**src/rtl/booth_radix4_encoder.sv**
```systemverilog
// Sequential radix-4 Booth recoder: accepts one multiplier word, then streams one
// {neg, mag[1:0]} digit per beat, LSB digit first. Macro BOOTH_ENC_UNSIGNED_EN selects unsigned operands.
module booth_radix4_encoder #(
  parameter int WIDTH = 16,
`ifdef BOOTH_ENC_UNSIGNED_EN
  localparam int DIGITS = WIDTH/2 + 1,
  localparam int SR_W   = WIDTH + 3,
`else
  localparam int DIGITS = WIDTH/2,
  localparam int SR_W   = WIDTH + 1,
`endif
  localparam int IDX_W  = (DIGITS > 1) ? $clog2(DIGITS) : 1
) (
  input  logic             clk,
  input  logic             rst_n,
  input  logic             in_valid,
  output logic             in_ready,
  input  logic [WIDTH-1:0] mult_in,
  output logic             out_valid,
  input  logic             out_ready,
  output logic [2:0]       enc_out,
  output logic [IDX_W-1:0] digit_idx,
  output logic             out_last
);

  typedef enum logic {IDLE, SHIFT} state_t;

  localparam logic [IDX_W-1:0] LAST = IDX_W'(DIGITS - 1);

  state_t            state_q, state_d;
  logic [SR_W-1:0]   sr_q, sr_d, sr_load, sr_shift;
  logic [IDX_W-1:0]  cnt_q, cnt_d;

  function automatic logic [2:0] booth_code(input logic [2:0] b);
    case (b)
      3'b001, 3'b010: booth_code = 3'b001;
      3'b011:         booth_code = 3'b010;
      3'b100:         booth_code = 3'b110;
      3'b101, 3'b110: booth_code = 3'b101;
      default:        booth_code = 3'b000;
    endcase
  endfunction

  // Unsigned mode zero-extends by two bits so the extra top digit is never negative.
`ifdef BOOTH_ENC_UNSIGNED_EN
  assign sr_load  = {2'b00, mult_in, 1'b0};
  assign sr_shift = {2'b00, sr_q[SR_W-1:2]};
`else
  assign sr_load  = {mult_in, 1'b0};
  assign sr_shift = {{2{sr_q[SR_W-1]}}, sr_q[SR_W-1:2]};
`endif

  always_ff @(posedge clk or negedge rst_n) begin
    if (!rst_n) begin
      state_q <= IDLE;
      sr_q    <= '0;
      cnt_q   <= '0;
    end else begin
      state_q <= state_d;
      sr_q    <= sr_d;
      cnt_q   <= cnt_d;
    end
  end

  always_comb begin
    state_d   = state_q;
    sr_d      = sr_q;
    cnt_d     = cnt_q;
    in_ready  = 1'b0;
    out_valid = 1'b0;
    enc_out   = 3'b000;
    digit_idx = '0;
    out_last  = 1'b0;
    case (state_q)
      IDLE: begin
        in_ready = 1'b1;
        if (in_valid) begin
          sr_d    = sr_load;
          cnt_d   = '0;
          state_d = SHIFT;
        end
      end
      SHIFT: begin
        out_valid = 1'b1;
        enc_out   = booth_code(sr_q[2:0]);
        digit_idx = cnt_q;
        out_last  = (cnt_q == LAST);
        if (out_ready) begin
          sr_d = sr_shift;
          // Counter wraps to zero on the final beat so IDLE always sees a clean count.
          if (cnt_q == LAST) begin
            cnt_d   = '0;
            state_d = IDLE;
          end else begin
            cnt_d = cnt_q + 1'b1;
          end
        end
      end
      default: state_d = IDLE;
    endcase
  end

endmodule
```
**config.mk**
```make
export PLATFORM = sky130hd
export DESIGN_NAME = booth_radix4_encoder
export DESIGN_NICKNAME = d
export VERILOG_FILES = /design/src/rtl/booth_radix4_encoder.sv
export SDC_FILE = /design/constraint.sdc
export NUM_CORES = 1
export LEC_CHECK = 0
export CORE_UTILIZATION = 49
export CTS_BUF_LIST = sky130_fd_sc_hd__clkbuf_16
export CTS_CLUSTER_DIAMETER = 100
export CTS_CLUSTER_SIZE = 28
export DETAILED_ROUTE_END_ITERATION = 8
export PLACE_DENSITY = 0.79
export SYNTH_ARGS = -nofsm -noshare
export SYNTH_HDL_FRONTEND = slang
export SYNTH_SLANG_ARGS = --single-unit
export TNS_END_PERCENT = 30
```
**constraint.sdc**
```tcl
create_clock -name clk -period 1.29 [get_ports clk]
set_input_delay 0.129 -clock clk [delete_from_list [all_inputs] [get_ports clk]]
set_output_delay 0.129 -clock clk [all_outputs]
set_load 0.05 [all_outputs]
```
**Word-level counts from Yosys, hierarchy flattened**

Index checks and enable logic that the tools add are counted.

- Bitwise operators: 1
- Equal/unequal tests: 9
- Add/sub/neg operators: 1
- Muxes and demuxes: 17
- Reduce and logical (&&, ||, !) cells: 4

Operators with widths:

| cell | count |
|---|---|
| case mux 17 bit (2 select lines) | 1 |
| two-way mux 17 bit | 1 |
| two-way mux 16 bit | 1 |
| two-way mux 3 bit | 5 |
| == test 3 bit (second input constant) | 4 |
| case mux 3 bit (4 select lines) | 1 |
| == test 3 x 2 -> 1 bit (second input constant) | 2 |
| two-way mux 1 bit | 6 |
| case mux 3 bit (2 select lines) | 1 |
| inequality test 2 bit (second input constant) | 2 |
| AND reduction 2 bit | 2 |
| OR reduction 2 bit | 2 |
| adder 3 x 1 -> 3 bit (second input constant) | 1 |
| == test 3 x 1 -> 1 bit (second input constant) | 1 |
| case mux 1 bit (2 select lines) | 1 |
| inverter 1 bit | 1 |

- Word-level logic and storage cells: 36
- Input bits: 20
- Output and inout bits: 9
- Flip-flop bits (word level): 21

**Longest topological paths before layout**

- Word-level depth: 4
- Mapped depth: 5
- Mapped depth without buffers: 4

**Least setup slack after synthesis**

OpenSTA, ideal clock, no wires.

- Path type: flip-flop to output port
- From: register state_q
- To: output port enc_out[1]
- Data required time: 1.161 ns
- Stages on the path, launching flop included: 5
- Path buffers: 2
- Arrival: 1.948 ns
- Setup slack: -0.787 ns
- Cell sequence: dfrtp_1 > buf_4 > inv_1 > buf_2 > a21oi_1

- Word-level cells in the longest chain between the ends: 1

Ends and longest elaborated chain:

| item | RTL line | text |
|---|---|---|
| from (decl) | 30 | `state_t state_q, state_d;` |
| from (signal assigned) | 59 | `state_q <= state_d;` |
| two-way mux 3 bit | 74 | `case (state_q)` |
| to (decl) | 21 | `output logic [2:0] enc_out,` |

Every way passes these cells.

**Worst setup path after layout**

- From: register sr_q[0]
- To: output port enc_out[1]

- Word-level cells in the longest chain between the ends: 4

Ends and longest elaborated chain:

| item | RTL line | text |
|---|---|---|
| from (decl) | 31 | `logic [SR_W-1:0] sr_q, sr_d, sr_load, sr_shift;` |
| from (signal assigned) | 60 | `sr_q <= sr_d;` |
| == test 3 bit (tied with other cells) | 35 | `case (b)` |
| OR reduction 2 bit | 35 |  |
| case mux 3 bit (4 select lines) (*) | 35 |  |
| two-way mux 3 bit (*) | 74 |  |

Every way passes the cells marked *; elsewhere a longest branch is shown, timed or not.

==> metrics.log <==
INFO  metric outcome = complete, but fails checks
INFO  metric violations = negative setup slack
INFO  metric netSwitchingFraction = 39.45%
INFO  metric slew_headroom = about four fifths
INFO  metric worst_tran_pin_value = 276.4 ps
INFO  metric setup_slack = -181.7 ps
INFO  metric vdd_drop_max = 2832 uV
INFO  metric clock_skew = 3.322 ps
INFO  metric totalNegativeSetupSlack = -354.0 ps
INFO  metric clock_slew_at_the_register_clock_pins_of_the_worst_setup_and_hold_paths = approximately 50 ps
INFO  metric post_synth_most_frequent_cells = sky130_fd_sc_hd__dfrtp_1 (21), sky130_fd_sc_hd__a21oi_1 (17), sky130_fd_sc_hd__mux2i_1 (15)
INFO  metric share_clk_of_total_power = 13.6%
INFO  metric drive_above_1_share = 29.56%
INFO  metric tritoncts = done
INFO  metric yosysSeqAreaShare = between 40% and 50%
INFO  metric worst-endpoint-arrival = roughly 1300 ps
INFO  metric fill_cells = around 140
INFO  metric synth.top_cells.by_area = sky130_fd_sc_hd__dfrtp_1 (42%), sky130_fd_sc_hd__mux2i_1 (12%), sky130_fd_sc_hd__a211oi_1 (8.5%), sky130_fd_sc_hd__a21oi_1 (6.8%), sky130_fd_sc_hd__nor2b_1 (5.0%)
INFO  metric final.min_clock_period = around 1500 ps
INFO  metric remaining_number_of_nets_flagged_by_the_antenna_check_after_routing = 0
INFO  metric crit_required = 1160 ps
INFO  metric syn-num-nets = ~150
INFO  metric cellInternalPower = 0.002872 W
INFO  metric postSynth.asyncResetShare = between 90% and 100%
INFO  metric syn_avg_cell_area = approximately 10 um2
INFO  metric drc_errors = 0
INFO  metric synth.cell_area = 1242 um2
INFO  metric area_occupied_by_multi_input_gates = around 700 um2
INFO  metric part_of_the_power_in_registers = approximately a quarter
INFO  metric fmax = 0.6795 GHz
INFO  metric worstSetupStartpoint = sr_q[0]
INFO  metric worst_r2r_startpoint = state_q
INFO  metric layout_worst_path_cycle_share = 114.1%
INFO  metric max-cap-violations = 0
INFO  metric tritoncts.num_buffers = 3
INFO  metric count_of_synthesis_stage_warnings_from_yosys = 0
INFO  metric combPwrFrac = 60.3%
INFO  metric htree_depth = 1
INFO  metric track_usage = 23.11%
INFO  metric grt_pass1_vias = 1066
INFO  metric floorplan.initialDensity = between 50 and 60%
INFO  metric yosysMostFrequentCell = sky130_fd_sc_hd__dfrtp_1
INFO  metric grt_first_pass_wirelength = ~4700 um
INFO  metric core_area = 2297 um2
INFO  metric dieWidth = 52.36 um
INFO  metric route.final.wire_length = 2795 um
INFO  metric power_density = 2536 nW/um2
INFO  metric pin_count_of_the_biggest_net_entering_global_routing = 25
INFO  metric most_used_flip_flop_cell_after_synthesis = sky130_fd_sc_hd__dfrtp_1
INFO  metric place_hpwl = between 1500 and 2000 um
INFO  metric hold-worst-slack = 226.4 ps
INFO  metric finalNetCount = 182
INFO  metric routed-via-count = 1046
INFO  metric stdcell_area = 1871 um2
INFO  metric synth.lib_cells_used.distinct = 27
INFO  metric detailed_place.area = 1737 um2
INFO  metric clockBufferDepth = 2
INFO  metric final-seq-area = 526.8 um2
INFO  metric port_buffers = 28
INFO  metric p_sw = 0.001871 W
INFO  metric fp-row-count = 17
INFO  metric critical_path.max_fanout = 2
INFO  metric synth-edff-count = 0
INFO  metric pre_cts_ws = -151.7 ps
INFO  metric worstSetupEndpointType = primary output
INFO  metric antenna_found_initial = 0
INFO  metric grt_setup_unrepaired = true
INFO  metric min_delay_worst_type = in -> async
INFO  metric cts_root_buffer = sky130_fd_sc_hd__clkbuf_16
INFO  metric flow.area_growth_from_synthesis = 50.55%
INFO  metric postCtsSetupBuffers = 0
INFO  metric static-leakage-power = 0.7978 nW
INFO  metric postSynthRegisterBits = 21
INFO  metric hold_viol = 0
INFO  metric grt_overflow = 0
INFO  metric chipHeight = 52.36 um
INFO  metric worstSetupPathType = reg -> out
INFO  metric gp_routability_congestion = 0.7075
INFO  metric post-layout-total-power = 0.004743 W
INFO  metric floorplan.die_area = 2741 um2
INFO  metric drt_first_pass_iters = 4
INFO  metric worst_skew_pair.late_latency = between 200 and 300 ps
INFO  metric post-synth-top-area-cell = sky130_fd_sc_hd__dfrtp_1
INFO  metric wl_per_cell = 14.95 um
INFO  metric maxSlewViolCount = 0
INFO  metric count_of_pins_on_the_block_boundary = 29
INFO  metric final-setup-viol-count = 5
INFO  metric synthesis.instances = between 100 and 150
INFO  metric drt-initial-drc-count = 11
INFO  metric numClockSinks = 21
INFO  metric viasPerCell = between 5 and 6
INFO  metric type_of_origin_of_the_critical_path = flop
INFO  metric insertedDiodeCount = 0
INFO  metric area_share_of_the_largest_cell_type_after_synthesis = roughly 42%
==> timing repair <==
item / CTS / global route
gates resized for setup: 10 / 4
pin swaps: 3 / 0
hold buffers: 0 / 0
endpoints found under the setup margin: 7 / 7
==> sequential cells by signal, indices dropped and copies added (netlist names) <==
signal   cells
sr_q        17
cnt_q        3
state_q      1
==> per-layer routing <==
metal | GRT usage [%] | wire length [um] | vias to the layer above
li1 | - | - | 521
met1 | 28.23 | 1185 | 498
met2 | 41.35 | 1507 | 23
met3 | 3.188 | 85 | 4
met4 | 7.456 | 17 | 0
met5 | 0 | 0 | -
==> metrics by stage <==
step	util [%]	cells
after floorplan	-	123
after global placement	75.60	183
after CTS	80.56	187
after global routing	81.43	187
final	81.43	187
after detailed placement	75.60	183
==> path summary, 6_finish.rpt <==
check	depth (start not counted)	to	slack [ps]
setup reg to reg	4	cnt_q[0]	130
min in group clk	3	sr_q[10]	480
max in group asynchronous	2	state_q	830
hold / removal	2	cnt_q[1]	230
hold reg to reg	2	sr_q[10]	520
setup / recovery	3	enc_out[1]	-180
==> power by group through the flow <==
stage / Sequential, W / Combinational [W] / Clock [W]
floorplan: 0.00124 / 0.00157 / 0
global placement: 0.00120 / 0.00261 / 0
detailed placement: 0.00122 / 0.00270 / 0
CTS: 0.00123 / 0.00281 / 0.000655
global route: 0.00127 / 0.00305 / 0.000679
finish: 0.00124 / 0.00286 / 0.000645
==> placed cells by master, fill, tap and decap left out, types with 2 or more instances in the layout <==
master and instances:
sky130_fd_sc_hd__buf_6 3, sky130_fd_sc_hd__clkbuf_16 3, sky130_fd_sc_hd__dfrtp_1 20, sky130_fd_sc_hd__a21oi_1 15, sky130_fd_sc_hd__nand2b_1 2, sky130_fd_sc_hd__o21ai_0 4, sky130_fd_sc_hd__clkdlybuf4s50_1 19, sky130_fd_sc_hd__nand2_1 4
sky130_fd_sc_hd__buf_4 9, sky130_fd_sc_hd__and2_4 2, sky130_fd_sc_hd__nand3_1 3, sky130_fd_sc_hd__and2b_2 5, sky130_fd_sc_hd__a211oi_1 13, sky130_fd_sc_hd__and2_2 2, sky130_fd_sc_hd__nor2b_1 10, sky130_fd_sc_hd__a21oi_4 2
sky130_fd_sc_hd__o22ai_1 2, sky130_fd_sc_hd__buf_12 11, sky130_fd_sc_hd__mux2i_1 15
==> cell families (layout without fill, tap and decap cells) <==
| group | Yosys count | in the layout | synth area share (%) |
|---|---|---|---|
| fa+ha+maj | 2 | 2 | 2.014 |
| xor+xnor | 1 | 1 | 0.7051 |
| buf+inv | 11 | 47 | 6.544 |
| simple gates | 32 | 32 | 16.11 |
| flops | 21 | 21 | 42.30 |
| compound gates | 41 | 41 | 20.24 |
| mux | 15 | 15 | 12.08 |
==> area by class of cell <==
cell class / count / area share [%]
clock buffers: 3 / 4.013
clock inverters: 1 / 0.2007
multi-input cells: 91 / 38.19
flip-flops and latches: 21 / 28.16
well taps: 28 / 1.873
inverters: 1 / 0.2007
repair buffers: 42 / 27.36
==> critical path: stages, from the launching register on <==
cell and delay (ps):
sky130_fd_sc_hd__dfrtp_1 400, sky130_fd_sc_hd__or3b_4 390, sky130_fd_sc_hd__a21oi_4 150, sky130_fd_sc_hd__buf_12 150
No activity file was read; power rests on OpenSTA's default activity.
